[config.mk]
export PLATFORM = sky130hd
export DESIGN_NAME = sar8_ctrl_flat
export DESIGN_NICKNAME = d
export VERILOG_FILES = /design/src/rtl/sar8_pkg.sv /design/src/rtl/sar8_ctrl_if.sv /design/src/rtl/sar8_ctrl.sv /design/src/flat_wrapper.sv
export SDC_FILE = /design/constraint.sdc
export NUM_CORES = 1
export LEC_CHECK = 0
export CAP_MARGIN = 30
export CORE_ASPECT_RATIO = 0.75
export CORE_MARGIN = 2
export CORE_UTILIZATION = 45
export DETAILED_ROUTE_END_ITERATION = 6
export PLACE_DENSITY = 0.8
export SYNTH_ARGS = -nofsm -noshare
export SYNTH_HDL_FRONTEND = slang
export SYNTH_SLANG_ARGS = --single-unit
[constraint.sdc]
create_clock -name clk -period 1.3 [get_ports clk]
set_input_delay 0.195 -clock clk [delete_from_list [all_inputs] [get_ports clk]]
set_output_delay 0.195 -clock clk [all_outputs]
set_load 0.1 [all_outputs]
[src/rtl/sar8_pkg.sv]
// Shared types and constants for the successive-approximation search controller.
package sar8_pkg;

  localparam int SAR_WIDTH = 8;
  localparam logic [SAR_WIDTH-1:0] MSB_MASK = {1'b1, {(SAR_WIDTH-1){1'b0}}};

  typedef enum logic [1:0] {
    IDLE = 2'd0,
    TRY  = 2'd1,
    DONE = 2'd2
  } state_e;

  // Exactly one of the three comparator flags may be asserted for a sane compare.
  function automatic logic onehot3(input logic a, input logic b, input logic c);
    return (a & ~b & ~c) | (~a & b & ~c) | (~a & ~b & c);
  endfunction

endpackage

[src/rtl/sar8_ctrl_if.sv]
// Comparator-loop bundle: request and flags flow into the controller, trial word and status flow out.
interface sar8_ctrl_if #(parameter int WIDTH = sar8_pkg::SAR_WIDTH);

  logic             start;
  logic             cmp_eq;
  logic             cmp_lt;
  logic             cmp_gt;
  logic [WIDTH-1:0] trial;
  logic             busy;
  logic             done;
  logic [WIDTH-1:0] result;
  logic             found;
  logic             err;

  modport master (
    output start, cmp_eq, cmp_lt, cmp_gt,
    input  trial, busy, done, result, found, err
  );

  modport slave (
    input  start, cmp_eq, cmp_lt, cmp_gt,
    output trial, busy, done, result, found, err
  );

endinterface

[src/rtl/sar8_ctrl.sv]
// MSB-first binary search of an externally compared target, one bit decided per cycle;
// done pulses one cycle after the last decision, and start is ignored unless idle.
import sar8_pkg::*;

module sar8_ctrl #(
  parameter int WIDTH      = SAR_WIDTH,
  parameter bit EARLY_EXIT = 1'b1
) (
  input  logic    clk,
  input  logic    rst_n,
  sar8_ctrl_if.slave bus
);

  localparam logic [WIDTH-1:0] TOP_BIT = {1'b1, {(WIDTH-1){1'b0}}};

  state_e           state_q;
  logic [WIDTH-1:0] trial_q;
  logic [WIDTH-1:0] ptr_q;
  logic [WIDTH-1:0] result_q;
  logic             busy_q;
  logic             done_q;
  logic             found_q;
  logic             err_q;

  logic             flags_ok;
  logic [WIDTH-1:0] trial_res_d;
  logic [WIDTH-1:0] ptr_d;
  logic [WIDTH-1:0] trial_d;

  // ptr_q is one-hot on the bit under decision, so resolving and advancing are pure masks.
  always_comb begin
    flags_ok    = onehot3(bus.cmp_eq, bus.cmp_lt, bus.cmp_gt);
    trial_res_d = bus.cmp_gt ? (trial_q & ~ptr_q) : trial_q;
    ptr_d       = ptr_q >> 1;
    trial_d     = trial_res_d | ptr_d;
  end

  always_ff @(posedge clk or negedge rst_n) begin
    if (!rst_n) begin
      state_q  <= IDLE;
      trial_q  <= '0;
      ptr_q    <= '0;
      result_q <= '0;
      busy_q   <= 1'b0;
      done_q   <= 1'b0;
      found_q  <= 1'b0;
      err_q    <= 1'b0;
    end else begin
      case (state_q)
        IDLE: begin
          done_q <= 1'b0;
          if (bus.start) begin
            state_q <= TRY;
            trial_q <= TOP_BIT;
            ptr_q   <= TOP_BIT;
            found_q <= 1'b0;
            err_q   <= 1'b0;
            busy_q  <= 1'b1;
          end else begin
            trial_q <= '0;
          end
        end
        TRY: begin
          if (!flags_ok) begin
            err_q    <= 1'b1;
            result_q <= '0;
            state_q  <= DONE;
            busy_q   <= 1'b0;
            done_q   <= 1'b1;
            trial_q  <= '0;
            ptr_q    <= '0;
          end else if (bus.cmp_eq && EARLY_EXIT) begin
            found_q  <= 1'b1;
            result_q <= trial_q;
            state_q  <= DONE;
            busy_q   <= 1'b0;
            done_q   <= 1'b1;
            trial_q  <= '0;
            ptr_q    <= '0;
          end else begin
            if (bus.cmp_eq) begin
              found_q <= 1'b1;
            end
            if (ptr_q[0]) begin
              result_q <= trial_res_d;
              state_q  <= DONE;
              busy_q   <= 1'b0;
              done_q   <= 1'b1;
              trial_q  <= '0;
              ptr_q    <= '0;
            end else begin
              ptr_q   <= ptr_d;
              trial_q <= trial_d;
            end
          end
        end
        DONE: begin
          state_q <= IDLE;
          done_q  <= 1'b0;
          trial_q <= '0;
        end
        default: begin
          state_q <= IDLE;
          busy_q  <= 1'b0;
          done_q  <= 1'b0;
          trial_q <= '0;
          ptr_q   <= '0;
        end
      endcase
    end
  end

  assign bus.trial  = trial_q;
  assign bus.busy   = busy_q;
  assign bus.done   = done_q;
  assign bus.result = result_q;
  assign bus.found  = found_q;
  assign bus.err    = err_q;

endmodule

[src/flat_wrapper.sv]
// flat-port wrapper written by rule: the top's interface ports become plain ports
module sar8_ctrl_flat 
#(
  parameter int WIDTH      = SAR_WIDTH,
  parameter bit EARLY_EXIT = 1'b1
)
  (clk, rst_n, bus_start, bus_cmp_eq, bus_cmp_lt, bus_cmp_gt, bus_trial, bus_busy, bus_done, bus_result, bus_found, bus_err);
  sar8_ctrl_if #(.WIDTH(WIDTH)) bus_i ();
  input  logic clk;
  input  logic rst_n;
  input wire logic [$bits(bus_i.start)-1:0] bus_start;
  input wire logic [$bits(bus_i.cmp_eq)-1:0] bus_cmp_eq;
  input wire logic [$bits(bus_i.cmp_lt)-1:0] bus_cmp_lt;
  input wire logic [$bits(bus_i.cmp_gt)-1:0] bus_cmp_gt;
  output wire logic [$bits(bus_i.trial)-1:0] bus_trial;
  output wire logic [$bits(bus_i.busy)-1:0] bus_busy;
  output wire logic [$bits(bus_i.done)-1:0] bus_done;
  output wire logic [$bits(bus_i.result)-1:0] bus_result;
  output wire logic [$bits(bus_i.found)-1:0] bus_found;
  output wire logic [$bits(bus_i.err)-1:0] bus_err;
  assign bus_i.start = bus_start;
  assign bus_i.cmp_eq = bus_cmp_eq;
  assign bus_i.cmp_lt = bus_cmp_lt;
  assign bus_i.cmp_gt = bus_cmp_gt;
  assign bus_trial = bus_i.trial;
  assign bus_busy = bus_i.busy;
  assign bus_done = bus_i.done;
  assign bus_result = bus_i.result;
  assign bus_found = bus_i.found;
  assign bus_err = bus_i.err;
  sar8_ctrl #(.WIDTH(WIDTH), .EARLY_EXIT(EARLY_EXIT)) u_core (.clk(clk), .rst_n(rst_n), .bus(bus_i));
endmodule
==> flow_summary.rst, run 1 <==
.. list-table::
   :header-rows: 1

   * - Metric
     - Value
   * - Initial drt markers
     - slightly below 60
   * - R2r worst-path depth
     - 5
   * - Initial antenna violation count
     - 0
   * - Critical path peak fanout
     - 8
   * - Vias per cell
     - 5.49
   * - Number of different library cells in the post-synthesis netlist
     - 31
   * - Post-Synthesis Cells
     - 128
   * - Worst-case clock skew
     - between 0.01 and 0.015 ns
   * - EDFF count, synth
     - 0
   * - Number of iterations in the first detailed-routing pass
     - 4
   * - Ranking of synthesized cells by area
     - dfrtp_1 56%, nand2_1 5.3%, a22o_1 4.6%
   * - Cell with the most instances after synthesis
     - dfrtp_1
   * - Async S/R FF share, synth
     - 100%
   * - Overall overflow remaining after global route
     - 0
   * - Net count after synthesis
     - ~130
   * - Initial Utilization
     - 46.4%
   * - Library cell occupying the most area in the post-synthesis netlist
     - dfrtp_1
   * - Clk buf depth
     - 2
   * - Count of port buffers added during placement
     - 25
   * - Root Buffer
     - clkbuf_8
   * - Average wire length per cell after detail routing
     - 16.3 um
   * - Maximum vdd drop
     - 1.92 mV
   * - Worst reg2reg endpoint
     - u_core.bus.result[7]
   * - Register area share after synthesis
     - 56.0%
   * - Setup slack at placement
     - -0.430 ns
   * - H-tree levels
     - 2
   * - Maximum clock rate
     - 0.805 GHz
   * - RD Place Congestion
     - 0.824
   * - Category of the worst setup path launch point
     - register
   * - Worst hold margin
     - 0.255 ns
   * - Clk_lat worst skew
     - 0.29 ns
   * - Clock-pin slew of the registers on the worst-case setup and hold paths
     - 0.07 ns
   * - Result of the run
     - complete, no violations
   * - Die extent in y
     - approximately 51 um
   * - Synthesized area divided by synthesized cell count
     - 10.5 um2
   * - Relative slew slack
     - 74.6%
   * - Total vias in the final route
     - 1158
   * - Slew @ Worst Pin
     - 0.376 ns
   * - Area added between synthesis and finish
     - 61.2%
   * - Commonest register cell after synthesis
     - dfrtp_1
   * - Hold Vio Cnt, Final
     - 0
   * - Share of final-layout standard cells stronger than drive strength 1
     - 34.7%
   * - Critical path data arrival time
     - 1.46 ns
   * - Sinks on the clock net
     - 30
   * - Number of warning messages in the yosys log
     - 0
   * - Static leakage
     - 0.914 nW
   * - Maximum number of pins on one net before global-route repair
     - 31
   * - Share of cell area taken by muxes after synthesis
     - 0%
   * - IO Count
     - 26
   * - Crit share post-route
     - 95.6%
   * - R2R setup slack
     - 0.06 ns
   * - Die extent in x
     - around 67 um
   * - CP Capture Type
     - register
   * - Number of rows in the core area
     - 17
   * - Global-route usage over all layers
     - 22.6%
   * - Data required, critical path
     - 1.51 ns
   * - Final setup violation count
     - 0
   * - Placed instance count
     - 200
   * - Area share of the largest cell type after synthesis
     - 56.0%
   * - Most used standard cells in the synthesized netlist
     - 30 x dfrtp_1, 19 x nand2_1, 11 x inv_1
   * - Crit Path Category
     - reg -> reg
   * - Number of global-route vias before repair
     - between 1k and 1.5k
   * - Startpoint of the most critical setup path
     - u_core.state_q[1]
   * - Syn Std Cell Area
     - 1340 um2
   * - Residual DRC
     - 0
   * - Synth Register Bits
     - 30
   * - Full die area
     - 3440 um2
   * - RR Startpoint
     - u_core.state_q[1]
   * - Area of the placeable core
     - 2890 um2
   * - Total clock buffers created by CTS
     - 5
   * - Total inserted antenna cells
     - 0
   * - Final Non-Filler Cells
     - 211
   * - Number of max-slew violations in the final report
     - 0
   * - Total power per unit cell area
     - 1670 nW/um2
   * - Max-cap violations
     - 0
   * - Net total in the final layout
     - 178
   * - Drt total wl
     - roughly 3400 um
   * - Final Critical Period
     - 1.24 ns
   * - DP HPWL
     - around 2400 um
   * - Hold Crit Class
     - in -> async
   * - Count of antenna-violating nets left after detailed routing
     - 0
   * - Post-route worst setup slack
     - roughly 0.057 ns
   * - Wire length of the first global-routing pass
     - ~5500 um
   * - Arithmetic-cell share of the synthesized area counting full adders, half adders and majority gates
     - 0%
   * - Termination of the worst setup path
     - u_core.bus.result[7]
   * - Complex-gate fraction of the synthesized area
     - 18.2%
   * - Post-synthesis share of cell area spent on and, or, nand and nor gates
     - 18.8%
   * - XOR/XNOR Fraction of Synth Area
     - 1.87%
   * - Clock tree from TritonCTS
     - done
   * - Dominant combinational cell family by area after synthesis
     - simple AND/OR/NAND/NOR gates
==> area by class of cell <==
cell class / count / area, um2
repair buffers: 42 / 598
clock inverters: 2 / 60.1
clock buffers: 6 / 82.6
well taps: 38 / 47.5
multi-input cells: 82 / 579
fillers: 196 / 731
flip-flops and latches: 30 / 753
inverters: 11 / 41.3
==> repair_timing <==
item                       4_1_cts  5_1_grt
hold endpoints to repair         0        0
gates resized for setup          8        9
setup buffers                    2        1
pin swaps                        6        4
hold buffers                     0        0
setup endpoints to repair       24       19
==> cell families (layout without fill, tap and decap cells) <==
| logic type | count (synthesis) | count (layout) |
|---|---|---|
| compound gates | 35 | 35 |
| xor+xnor | 2 | 2 |
| buf+inv | 16 | 61 |
| flops | 30 | 30 |
| simple gates | 45 | 45 |
==> metrics by stage <==
stage,utilization [%],cell area (um2),total power [W],TNS [ns]
after global routing,74.7,2160,0.00375,-0.00406
after CTS,73.3,2120,0.00360,-0.00195
after global placement,66.7,1930,0.00237,-8.49
after floorplan,-,1340,0.00188,0
after detailed placement,66.7,1930,0.00240,-9.79
final,74.7,2160,0.00362,0
==> placed cells by master, fill, tap and decap left out, types with 3 or more instances in the layout <==
cell type / count
nor2_1: 5
buf_4: 14
nand2_1: 19
a22o_1: 7
o22ai_1: 7
a21oi_1: 8
nand3b_1: 8
buf_12: 21
inv_1: 11
clkbuf_8: 6
o21ai_1: 3
dfrtp_1: 28
==> state kept, by name, summed over array words and instances (netlist names) <==
| name | count |
|---|---|
| u_core.bus.result | 8 |
| u_core.ptr_q | 8 |
| u_core.bus.busy | 1 |
| u_core.state_q | 2 |
| u_core.bus.found | 1 |
| u_core.bus.done | 1 |
| u_core.bus.err | 1 |
| u_core.bus.trial | 8 |
==> worst min path at each step <==
stage	end	slack, ns	cells after the start
final	u_core.bus.busy	0.25	2
after global placement	u_core.bus.busy	0.51	1
after detailed placement	u_core.bus.busy	0.56	1
after floorplan	u_core.bus.busy	-0.10	0
after global routing	u_core.bus.busy	0.27	2
after CTS	u_core.bus.busy	0.27	2
==> worst max-delay path, cell delays in order (launching register included) <==
cell and delay (ns):
dfrtp_2 0.45, and2b_1 0.24, buf_4 0.15, o31ai_4 0.06, buf_6 0.13, o22ai_1 0.13
==> per-layer routing <==
layer  global-route usage, %  part of all wire (%)
met1                    31.6                    42
met2                    33.0                    50
met5                       0                     0
met4                    7.14                   1.4
met3                    7.71                   6.7
==> where the power goes <==
| part | switching (W) | total (W) | internal, W | leakage [nW] |
|---|---|---|---|---|
| Sequential | 0.000142 | 0.00118 | 0.00104 | 0.404 |
| Combinational | 0.000810 | 0.00126 | 0.000454 | 0.438 |
| Clock | 0.000353 | 0.00117 | 0.000817 | 0.0714 |
(Power assumes the default switching activity.)
==> run 2: changes to the inputs <==
ABC_AREA = 0   (was default)
PLACE_DENSITY = 0.7   (was 0.8)
==> run 2 against run 1 <==
  * Design area is 6.1% lower
  * Global-route usage is 0.60 points lower
  * Clock skew down 0.0060 ns
  * Clock power down 33%
  * Wire length is 7.9% lower
  * Cell count is 1.4% lower
  * Fmax decreased by 0.46%
  * Largest cell class unchanged
==> flow_summary.rst, run 2 (same netlist as run 1, synthesis figures left out) <==
.. list-table::
   :header-rows: 1

   * - Metric
     - Value
   * - Result of the run
     - complete, no violations
   * - Most common cell after layout, fill and taps aside
     - dfrtp_1
   * - Clk buf depth
     - 2
   * - Average wire length per cell after detail routing
     - 15.2 um
   * - Final standard cell utilization of the core
     - 70.2%
   * - Post-route worst setup slack
     - 0.0515 ns
   * - Power consumption
     - approximately 0.0032 W
   * - Total power per unit cell area
     - 1560 nW/um2
   * - Static leakage
     - about 0.86 nW
   * - Global-route usage over all layers
     - 22.0%
   * - Critical path peak fanout
     - 8
   * - Overall overflow remaining after global route
     - 0
   * - Number of iterations in the first detailed-routing pass
     - 4
   * - Combinational group share of total power
     - 38.6%
   * - Fraction of power consumed by sequential logic
     - 36.8%
   * - Slew @ Worst Pin
     - approximately 0.36 ns
   * - Category of the worst setup path launch point
     - register
   * - DP HPWL
     - 2250 um
   * - Final Critical Period
     - about 1.2 ns
   * - Crit Path Category
     - reg -> reg
   * - Total inserted antenna cells
     - 0
   * - Area of the placeable core
     - approximately 2900 um2
   * - Initial drt markers
     - 76
   * - Maximum clock rate
     - between 0.8 and 0.9 GHz
   * - Worst-case clock skew
     - 0.00838 ns
   * - Worst hold margin
     - 0.254 ns
   * - Net Sw Power
     - between 0.001 and 0.0015 W
   * - Hold Crit Class
     - in -> async
   * - Setup slack at placement
     - -0.457 ns
   * - Maximum vdd drop
     - 1.47 mV
   * - Fraction of power spent switching nets
     - about two fifths
   * - Share of final-layout standard cells stronger than drive strength 1
     - 29.4%
   * - Max-cap violations
     - 0
   * - Sinks on the clock net
     - 30
   * - Drt total wl
     - 3170 um
   * - Critical path data arrival time
     - between 1 and 1.5 ns
   * - Initial antenna violation count
     - 0
   * - Initial Utilization
     - 46.4%
   * - Crit share post-route
     - 96.0%
   * - Clock tree from TritonCTS
     - done
   * - Hold Vio Cnt, Final
     - 0
   * - Maximum number of pins on one net before global-route repair
     - 31
   * - RD Place Congestion
     - 0.784
   * - Placed instance count
     - 199
   * - Internal portion of total power
     - 0.00190 W
   * - Count of antenna-violating nets left after detailed routing
     - 0
   * - Residual DRC
     - 0
   * - Relative slew slack
     - approximately three quarters
   * - Clk_lat worst skew
     - just under 0.3 ns
   * - Wire length of the first global-routing pass
     - roughly 5300 um
   * - Full die area
     - between 3000 and 4000 um2
   * - H-tree levels
     - 2
   * - Number of rows in the core area
     - 17
   * - R2r worst-path depth
     - 3
   * - Final setup violation count
     - 0
   * - Vias per cell
     - between 5 and 6
   * - Clock-pin slew of the registers on the worst-case setup and hold paths
     - around 0.070 ns
   * - Total clock buffers created by CTS
     - 5
   * - IO Count
     - 26
   * - Net total in the final layout
     - 175
   * - Clock share of power
     - 24.6%
   * - Final Non-Filler Cells
     - 208
   * - Number of global-route vias before repair
     - 1125
   * - Count of port buffers added during placement
     - 25
   * - Die extent in y
     - 51.3 um
   * - Commonest cells after routing, fill and taps aside
     - 29 x dfrtp_1, 21 x buf_12, 19 x nand2_1
   * - Die extent in x
     - 67.0 um
   * - CP Capture Type
     - register
   * - Root Buffer
     - clkbuf_8
   * - Number of max-slew violations in the final report
     - 0
   * - RSZ-0062 raised after global routing
     - true
   * - Data required, critical path
     - 1.46 ns
   * - Total vias in the final route
     - 1116
   * - Area added between synthesis and finish
     - 51.3%
-- run 2: cell count changes in the layout (fill, tap and decap cells not counted), moves of 2 or more --
cell | before | now
o22ai_2 | 2 | 0
nor2_1 | 5 | 7
buf_6 | 2 | 0
o22ai_1 | 7 | 9
bufinv_16 | 2 | 0
-- run 2: path summary, 6_finish.rpt --
| path | startpoint | endpoint | slack, ns |
|---|---|---|---|
| setup / recovery | u_core.ptr_q[0] | u_core.bus.result[1] | 0.05 |
| hold / removal | rst_n | u_core.bus.result[3] | 0.25 |
| setup reg to reg | u_core.ptr_q[0] | u_core.bus.result[1] | 0.05 |
| hold reg to reg | u_core.state_q[1] | u_core.bus.busy | 0.54 |
| max in group asynchronous | rst_n | u_core.bus.busy | 0.87 |
| min in group clk | u_core.state_q[1] | u_core.bus.busy | 0.54 |
-- run 2: routing by layer --
metal  part of all wire [%]  global-route usage [%]  wire length (um)  vias up
met5                      0                       0                 0        -
met4                    2.2                    10.5                70        0
met3                    4.5                    9.47               143        7
met2                     48                    34.0              1510       25
met1                     46                    26.3              1440      560
li1                       -                       -                 -      524
-- run 2: repair_timing --
item,4_1_cts,5_1_grt
pin swaps,8,1
setup buffers,1,0
hold buffers,0,0
gates resized for setup,6,0
endpoints found under the setup margin,17,8
-- run 2: layout make-up --
type / instances / area (um2)
fill: 217 / 863
sequential: 30 / 752
timing repair buffer: 39 / 564
multi-input combinational: 82 / 533
clock buffer: 7 / 86.3
tap: 38 / 47.5
inverter: 11 / 41.3
clock inverter: 1 / 5.00
-- run 2: power groups by stage --
stage | combinational, W | sequential [W] | clock, W
after floorplan | 0.000234 | 0.00164 | 0
after global placement | 0.00120 | 0.00117 | 0
after detailed placement | 0.00121 | 0.00118 | 0
after CTS | 0.00122 | 0.00117 | 0.000785
after global routing | 0.00128 | 0.00119 | 0.000819
final | 0.00122 | 0.00117 | 0.000781
-- run 2: through the flow --
step | TNS, ns | cell area (um2)
2_1_floorplan | 0 | 1340
3_3_place_gp | -8.27 | 1920
3_5_place_dp | -9.69 | 1920
4_1_cts | -0.00417 | 2030
5_1_grt | -0.0463 | 2030
6_report | 0 | 2030
-- run 2: worst max-delay path, cell delays in order (launching register included) --
cell      delay (ns)
dfrtp_1         0.41
and4bb_2        0.26
o31ai_4         0.32
o22ai_1         0.13
==> run 3: changes to the inputs <==
CAP_MARGIN = 10   (was 30)
==> results of run 3 <==
Same layout as run 2: the final DEF is identical, and so are final timing and power.
